===== src/rtl/coax_rx_buffer.sv =====
// rtl/coax_rx_buffer.sv - Coax receiver word stager and show-ahead frame FIFO
// Optional feature macro: COAX_RX_BUFFER_FRAME_COUNT_EN (frame_ready from a queued-frame counter)
module coax_rx_buffer #(
  parameter int DEPTH_BITS = 4
) (
  input  logic                  clk,
  input  logic                  reset_n,
  input  logic                  rx_active,
  input  logic [9:0]            rx_data,
  input  logic                  rx_data_available,
  output logic                  rx_data_read,
  input  logic                  read,
  output logic [9:0]            data,
  output logic                  last,
  output logic                  empty,
  output logic                  full,
  output logic [DEPTH_BITS:0]   count,
  output logic                  overflow,
  input  logic                  clear_overflow,
  output logic                  frame_ready
);

  localparam int DEPTH = 1 << DEPTH_BITS;

  // receiver-side staging state
  logic                  r_active_d;
  logic [9:0]            r_stage_word;
  logic                  r_stage_valid;
  logic                  r_end_pending;

  // FIFO state: each entry is {last, word}
  logic [10:0]           r_mem [DEPTH];
  logic [DEPTH_BITS-1:0] r_wr_ptr;
  logic [DEPTH_BITS-1:0] r_rd_ptr;
  logic [DEPTH_BITS:0]   r_count;
  logic                  r_overflow;

  logic                  w_capture;
  logic                  w_end_edge;
  logic                  w_push;
  logic                  w_push_last;
  logic [9:0]            w_push_word;
  logic                  w_empty;
  logic                  w_full;
  logic                  w_do_pop;
  logic                  w_do_push;
  logic                  w_drop;
  logic [10:0]           w_head;

  // The receiver drops data_available on the edge it sees data_read, so a
  // word is taken exactly once; we never stall it.
  assign rx_data_read = rx_data_available & reset_n;
  assign w_capture    = rx_data_available;
  assign w_end_edge   = r_active_d & ~rx_active;

  // Choose the single word (if any) that leaves the staging register this cycle
  always_comb begin
    w_push      = 1'b0;
    w_push_last = 1'b0;
    w_push_word = r_stage_word;
    if (r_end_pending) begin
      // the word captured alongside the falling edge closes its frame now
      w_push      = 1'b1;
      w_push_last = 1'b1;
    end else if (w_capture) begin
      // a newer word exists, so the staged one cannot be the last
      w_push      = r_stage_valid;
    end else if (w_end_edge && r_stage_valid) begin
      w_push      = 1'b1;
      w_push_last = 1'b1;
    end
  end

  // Track rx_active and hold the newest word until its last-ness is known
  always_ff @(posedge clk or negedge reset_n) begin
    if (!reset_n) begin
      r_active_d    <= 1'b0;
      r_stage_word  <= '0;
      r_stage_valid <= 1'b0;
      r_end_pending <= 1'b0;
    end else begin
      r_active_d    <= rx_active;
      r_end_pending <= w_capture & w_end_edge;
      if (w_capture) begin
        r_stage_word  <= rx_data;
        r_stage_valid <= 1'b1;
      end else if (w_push_last) begin
        r_stage_valid <= 1'b0;
      end
    end
  end

  // count never exceeds DEPTH, so its MSB alone marks the full state
  assign w_empty   = (r_count == '0);
  assign w_full    = r_count[DEPTH_BITS];
  assign w_do_pop  = read & ~w_empty;
  assign w_do_push = w_push & (~w_full | w_do_pop);
  assign w_drop    = w_push & w_full & ~w_do_pop;

  // Show-ahead head; storage is not reset, so mask it while empty
  assign w_head = r_mem[r_rd_ptr];
  assign data   = w_empty ? 10'd0 : w_head[9:0];
  assign last   = ~w_empty & w_head[10];
  assign empty  = w_empty;
  assign full   = w_full;
  assign count  = r_count;

  // Write storage on every accepted push
  always_ff @(posedge clk) begin
    if (w_do_push) begin
      r_mem[r_wr_ptr] <= {w_push_last, w_push_word};
    end
  end

  // Advance pointers and occupancy; a dropped word leaves them untouched
  always_ff @(posedge clk or negedge reset_n) begin
    if (!reset_n) begin
      r_wr_ptr <= '0;
      r_rd_ptr <= '0;
      r_count  <= '0;
    end else begin
      if (w_do_push) begin
        r_wr_ptr <= r_wr_ptr + DEPTH_BITS'(1);
      end
      if (w_do_pop) begin
        r_rd_ptr <= r_rd_ptr + DEPTH_BITS'(1);
      end
      case ({w_do_push, w_do_pop})
        2'b10:   r_count <= r_count + (DEPTH_BITS + 1)'(1);
        2'b01:   r_count <= r_count - (DEPTH_BITS + 1)'(1);
        default: r_count <= r_count;
      endcase
    end
  end

  // Sticky overflow; a fresh drop outranks a clear in the same cycle
  always_ff @(posedge clk or negedge reset_n) begin
    if (!reset_n) begin
      r_overflow <= 1'b0;
    end else if (w_drop) begin
      r_overflow <= 1'b1;
    end else if (clear_overflow) begin
      r_overflow <= 1'b0;
    end
  end

  assign overflow = r_overflow;

`ifdef COAX_RX_BUFFER_FRAME_COUNT_EN
  logic [DEPTH_BITS:0] r_frames;
  logic                w_frame_in;
  logic                w_frame_out;

  assign w_frame_in  = w_do_push & w_push_last;
  assign w_frame_out = w_do_pop & w_head[10];

  // Count complete frames held in the FIFO
  always_ff @(posedge clk or negedge reset_n) begin
    if (!reset_n) begin
      r_frames <= '0;
    end else begin
      case ({w_frame_in, w_frame_out})
        2'b10:   r_frames <= r_frames + (DEPTH_BITS + 1)'(1);
        2'b01:   r_frames <= r_frames - (DEPTH_BITS + 1)'(1);
        default: r_frames <= r_frames;
      endcase
    end
  end

  assign frame_ready = (r_frames != '0);
`else
  assign frame_ready = 1'b0;
`endif

endmodule


===== config.mk =====
export PLATFORM = sky130hd
export DESIGN_NAME = coax_rx_buffer
export DESIGN_NICKNAME = d
export VERILOG_FILES = /design/src/rtl/coax_rx_buffer.sv
export SDC_FILE = /design/constraint.sdc
export NUM_CORES = 1
export LEC_CHECK = 0
export BUFFER_PORTS_ARGS = -buffer_cell sky130_fd_sc_hd__buf_2
export CELL_PAD_IN_SITES_DETAIL_PLACEMENT = 1
export CELL_PAD_IN_SITES_GLOBAL_PLACEMENT = 1
export CORE_UTILIZATION = 33
export CTS_CLUSTER_DIAMETER = 50
export DETAILED_ROUTE_END_ITERATION = 7
export GPL_TIMING_DRIVEN = 0
export PLACE_DENSITY_LB_ADDON = 0.1
export SLEW_MARGIN = 20
export SYNTH_ARGS = -nofsm -noshare
export SYNTH_HDL_FRONTEND = slang
export SYNTH_SLANG_ARGS = --single-unit

===== constraint.sdc =====
create_clock -name clk -period 4.2 [get_ports clk]
set_input_delay 0.21 -clock clk [delete_from_list [all_inputs] [get_ports clk]]
set_output_delay 0.21 -clock clk [all_outputs]
set_load 0.02 [all_outputs]

### Word level (Yosys, flattened, before mapping)

Memory sizes are Yosys's and may differ from the RTL's.
Index checks and enable logic that the tools add are counted.

* logic and storage cells: 46
* memories: 1
* flip-flop bits (word level): 27
* memory bits (writable): 176
* bits in latches: 0
* input bits: 16
* output and inout bits: 21
* bits in read-only memories: 0

Memory list
* r_mem: words 16, bits a word 11, read ports 1, clocked after Yosys merged registers in 0, write ports 1, RTL line 32 `logic [10:0] r_mem [DEPTH];`

* order comparisons: 0
* shift-type cells: 0
* reduce and logical (&&, ||, !) cells: 5
* $mul: 0
* add/sub/neg operators: 4
* bitwise gates (word level): 13
* divide/modulo/power cells: 0
* equality and inequality tests: 2
* multiplexer cells: 13

Operators by type and width (number)
* 2-to-1 mux 1 bit: 11
* 2-to-1 mux 10 bit: 1
* one-hot mux 5 bit (2 select lines): 1
* adder 4 x 1 -> 4 bit (second input constant): 2
* AND 1 bit: 8
* nonzero test 2 bit: 3
* adder 5 x 1 -> 5 bit (second input constant): 1
* logical NOT 5 bit: 1
* subtractor 5 x 1 -> 5 bit (second input constant): 1
* inverter 1 bit: 4
* == test 2 x 1 -> 1 bit (second input constant): 1
* == test 2 bit (second input constant): 1
* logical AND 1 bit: 1
* OR 1 bit: 1

### Depth between registers and ports, before layout

* word-level depth: 9
* mapped depth: 12
* gate-level depth less buffers: 10

### Worst setup path after synthesis

Ideal clock, no wire load.

* path kind: register -> register
* start: register r_count[1], in the netlist count[1]
* end: register r_count[4], in the netlist count[4]
* setup time: 0.081 ns
* cell stages (with the launch flop): 13
* data arrival time: 2.830 ns
* setup slack: 1.289 ns
* data required time: 4.119 ns
* period minus slack after synthesis: 2.911 ns
* path buffers: 2
* path through: dfrtp_1 > buf_6 > or4_4 > nor2_8 > nor2b_4 > ha_1 > clkbuf_1 > xor2_1 > ha_1 > a21oi_1 > or4b_1 > o31ai_1 > xor2_1

* word-level cells in the longest chain between the ends: 7
* elaborated cells on any way between the ends: 11
* those cells by class: add/sub: 2; eq/ne: 2; mux: 1; bitwise: 4; reduce/logical: 2

Ends and longest elaborated chain
* start: declaration: RTL line 35 `logic [DEPTH_BITS:0] r_count;`
* start signal: assignment: RTL line 129 `2'b10: r_count <= r_count + (DEPTH_BITS + 1)'(1);`
* start signal: assignment: RTL line 130 `2'b01: r_count <= r_count - (DEPTH_BITS + 1)'(1);`
* start signal: assignment: RTL line 131 `default: r_count <= r_count;`
* logical NOT 5 bit *: RTL line 94 `assign w_empty = (r_count == '0);`
* inverter 1 bit *: RTL line 96 `assign w_do_pop = read & ~w_empty;`
* AND 1 bit *: RTL line 96
* net w_do_pop: RTL line 45 `logic w_do_pop;`
* OR 1 bit: RTL line 97 `assign w_do_push = w_push & (~w_full | w_do_pop);`
* AND 1 bit: RTL line 97
* == test 2 x 1 -> 1 bit or == test 2 bit (tied branches): RTL line 128 `case ({w_do_push, w_do_pop})`
* one-hot mux 5 bit (2 select lines) or nonzero test 2 bit (tied branches)

Mark *: on every way through the listed nets, which the timed path passes. The rest lies on a longest branch.
A chain may end at the register's enable or synchronous reset.

### Final worst setup path

* start: register r_rd_ptr[0]
* end: output port data[1]

* word-level cells in the longest chain between the ends: 2

Ends and longest elaborated chain
* start: declaration: RTL line 34 `logic [DEPTH_BITS-1:0] r_rd_ptr;`
* start signal: assignment: RTL line 126 `r_rd_ptr <= r_rd_ptr + DEPTH_BITS'(1);`
* memory (16 x 11 bit)
* 2-to-1 mux 10 bit: RTL line 102 `assign data = w_empty ? 10'd0 : w_head[9:0];`
* end: declaration: RTL line 13 `output logic [9:0] data,`

No other way between the ends.

==> summary.md <==
| Metric | Value |
|---|---|
| Outcome | `complete, no violations` |
| Post-synth EDFFs | `176` |
| Sequential fraction of the synthesis area | `0.724` |
| Post-CTS Resized | `0` |
| Tcrit/Tclk final | `0.738` |
| Vias per cell | `4.85` |
| Yosys warning count | `0` |
| Cell area after synthesis | `0.00823 sq mm` |
| DRC | `0` |
| Rows | `57` |
| HPWL Detailed | `12.2 mm` |
| Worst vdd ir | `0.304 mV` |
| Max Clock Skew | `24.8 ps` |
| Yosys cell types | `48` |
| Area of the multi-input gates | `0.00212 sq mm` |
| Worst path top cell family by delay | `buffers and inverters` |
| I/O Buffers | `35` |
| Starting Density | `0.337` |
| CP Max Fanout | `10` |
| Crit path largest cell delay | `500 ps` |
| Asr flop ratio synth | `0.133` |
| Crit start category | `register` |
| Leading cell types in the layout, fill and taps excluded | `edfxtp_1 (176), buf_2 (42), mux4_2 (39), dfrtp_1 (27), clkbuf_16 (26)` |
| DRT Wirelength | `18.5 mm` |
| Number of max-cap violations | `0` |
| Die extent in x | `160 microns` |
| Overflow after GRT | `0` |
| Worst-margin pin slew | `808 ps` |
| Wire per inst | `21.9 microns` |
| Number of global-route vias before repair | `4583` |
| TritonCTS clock tree | `yes` |
| Die Ht | `160 microns` |
| Top-Level Pins | `37` |
| PD cells | `708 mW/mm^2` |
| WP data required | `3990 ps` |
| Setup Viol. Count Final | `0` |
| Crit path capture type | `primary output` |
| Setup ws final | `1100 ps` |
| TritonCTS Buffers | `26` |
| Via Count | `4088` |
| Worst-path cell chain | `buf_4, buf_2, buf_4, buf_4, a211oi_1, a211oi_1, buf_2` |
| Leading register cell type out of synthesis | `edfxtp_1` |
| Drt first pass iters | `4` |
| First DRT Iteration DRCs | `170` |
| Clock buffer depth | `3` |
| Worst EP arrival | `2890 ps` |
| Crit path top cell by count | `buf_4` |
| Antenna violations before repair | `0` |
| First-pass GRT wire length | `28.2 mm` |
| Final ANT Viol Nets | `0` |
| Worst-skew pair later-pin latency | `530 ps` |
| FF+latch area | `0.00596 sq mm` |
| Core footprint | `0.0244 sq mm` |
| Bufs and invs on worst path | `5` |
| Setup TNS | `0 ps` |
| Tmin final | `3100 ps` |
| Root buffer cell | `clkbuf_16` |
| Final hold slack | `50.4 ps` |
| NumNets Final | `523` |
| Crit Path Category | `register to primary output` |
| Reg clk slew, reported paths | `50 ps` |
| Fillcell total | `2398` |
| Syn_area_per_cell | `19.7 sq um` |
| Leak | `3.38 nW` |
| Pins Over Slew Limit | `0` |
| Gr usage total | `0.150` |
| Pre-CTS WS | `1080 ps` |
| RD Place Congestion | `0.710` |
| Syn Nets | `442` |
| Fmax | `0.323 GHz` |
| Min-Delay Path Class | `primary input to register` |
| Htree depth | `1` |
| Post-Syn Instances | `418` |
| DIE AREA | `0.0256 sq mm` |
| Area Overhead vs Synth | `20.1%` |
| Rel. slew slack | `0.461` |
| Final Hold Vio Count | `0` |
| Most common cell after layout, fill and taps aside | `edfxtp_1` |
| Layout cell share with drive strength beyond 1 | `0.335` |
| Clock sink count | `203` |
| Critical-path top delay cell | `a211oi_1` |
| Largest net degree at the start of global routing | `29` |
| Antenna cells | `0` |
| Synthesis-stage register bit count | `203` |
| Unrepaired setup endpoints after global routing | `no` |
[Yosys cell counts, types with 7 or more instances]
master	instances	area (sq um)
nor2_1	14	52.6
nor2b_1	12	75.1
a211oi_1	22	165
mux4_2	39	878
ha_1	8	100
mux2_2	11	124
mux2i_1	11	110
dfrtp_1	27	676
xnor2_1	7	61.3
buf_2	7	35.0
edfxtp_1	176	5290
nand2_1	8	30.0
buf_4	8	60.1
[cell type report]
cell class              instances  area share
flip-flops and latches        203       0.603
repair buffers                 53      0.0349
multi-input cells             183       0.215
plain buffers                  26      0.0177
inverters                       6     0.00228
clock buffers                  31      0.0688
well taps                     324      0.0410
clock inverters                17      0.0173
[cells by family (layout without fill, tap and decap cells)]
kind of cell	Yosys count	in the layout	share of synthesized area
simple gates	57	57	0.0406
flops	203	203	0.724
xor+xnor	12	12	0.0128
compound gates	38	38	0.0327
mux	67	67	0.153
fa+ha+maj	8	8	0.0122
other cells	1	1	0.000456
buf+inv	32	133	0.0240
[worst register-to-register path: stages, from the launching register on]
cell	delay (ps)
dfrtp_1	540
nand2b_1	190
o311a_1	160
clkbuf_1	350
inv_1	120
ha_1	200
clkbuf_1	220
xor2_1	200
ha_1	240
a21oi_1	80
or4b_1	470
o31ai_1	90
xor2_1	160
[stage by stage]
stage	area [sq um]	std cells	total power, W	utilization
global route	9880	843	0.00737	0.405
CTS	9880	843	0.00713	0.405
global placement	8810	777	0.00486	0.361
detailed placement	8890	781	0.00494	0.364
finish	9880	843	0.00700	0.405
floorplan	8230	418	0.00417	-
[flip-flops by register name, indices dropped and copies added (netlist names)]
register       cells
r_rd_ptr           4
r_wr_ptr           4
r_stage_valid      1
r_stage_word      10
count              5
r_end_pending      1
r_active_d         1
r_mem            176
overflow           1
[layer usage]
| metal | track usage | wire, microns | vias up |
|---|---|---|---|
| met5 | 0 | 0 | - |
| met4 | 0.0372 | 344 | 0 |
| met3 | 0.0262 | 538 | 20 |
| met2 | 0.261 | 9400 | 59 |
| met1 | 0.194 | 8210 | 2156 |
| li1 | - | - | 1853 |
[path summary, 6_finish.rpt]
check,endpoint,slack (ps),depth (start not counted),startpoint
hold reg to reg,overflow$_DFFE_PN0P_,530,2,overflow$_DFFE_PN0P_
setup / recovery,data[1],1100,7,r_rd_ptr[0]$_DFFE_PN0P_
setup reg to reg,count[4]$_DFFE_PN0P_,1120,12,count[4]$_DFFE_PN0P_
max in group asynchronous,r_rd_ptr[1]$_DFFE_PN0P_,3480,2,reset_n
min in group asynchronous,r_stage_word[7]$_DFFE_PN0P_,240,2,reset_n
hold / removal,r_rd_ptr[2]$_DFFE_PN0P_,50,3,read
[where the power goes]
| group | leakage [nW] | switching [W] | internal [W] |
|---|---|---|---|
| clock network | 0.414 | 0.000861 | 0.00129 |
| registers | 1.91 | 0.000155 | 0.00248 |
| logic | 1.06 | 0.00127 | 0.000942 |
[timing repair]
item                      in CTS  in global routing
setup buffers                  0                  0
hold buffers                  14                  0
hold endpoints to repair      40                  0
Power figures use the tool's default switching activity.
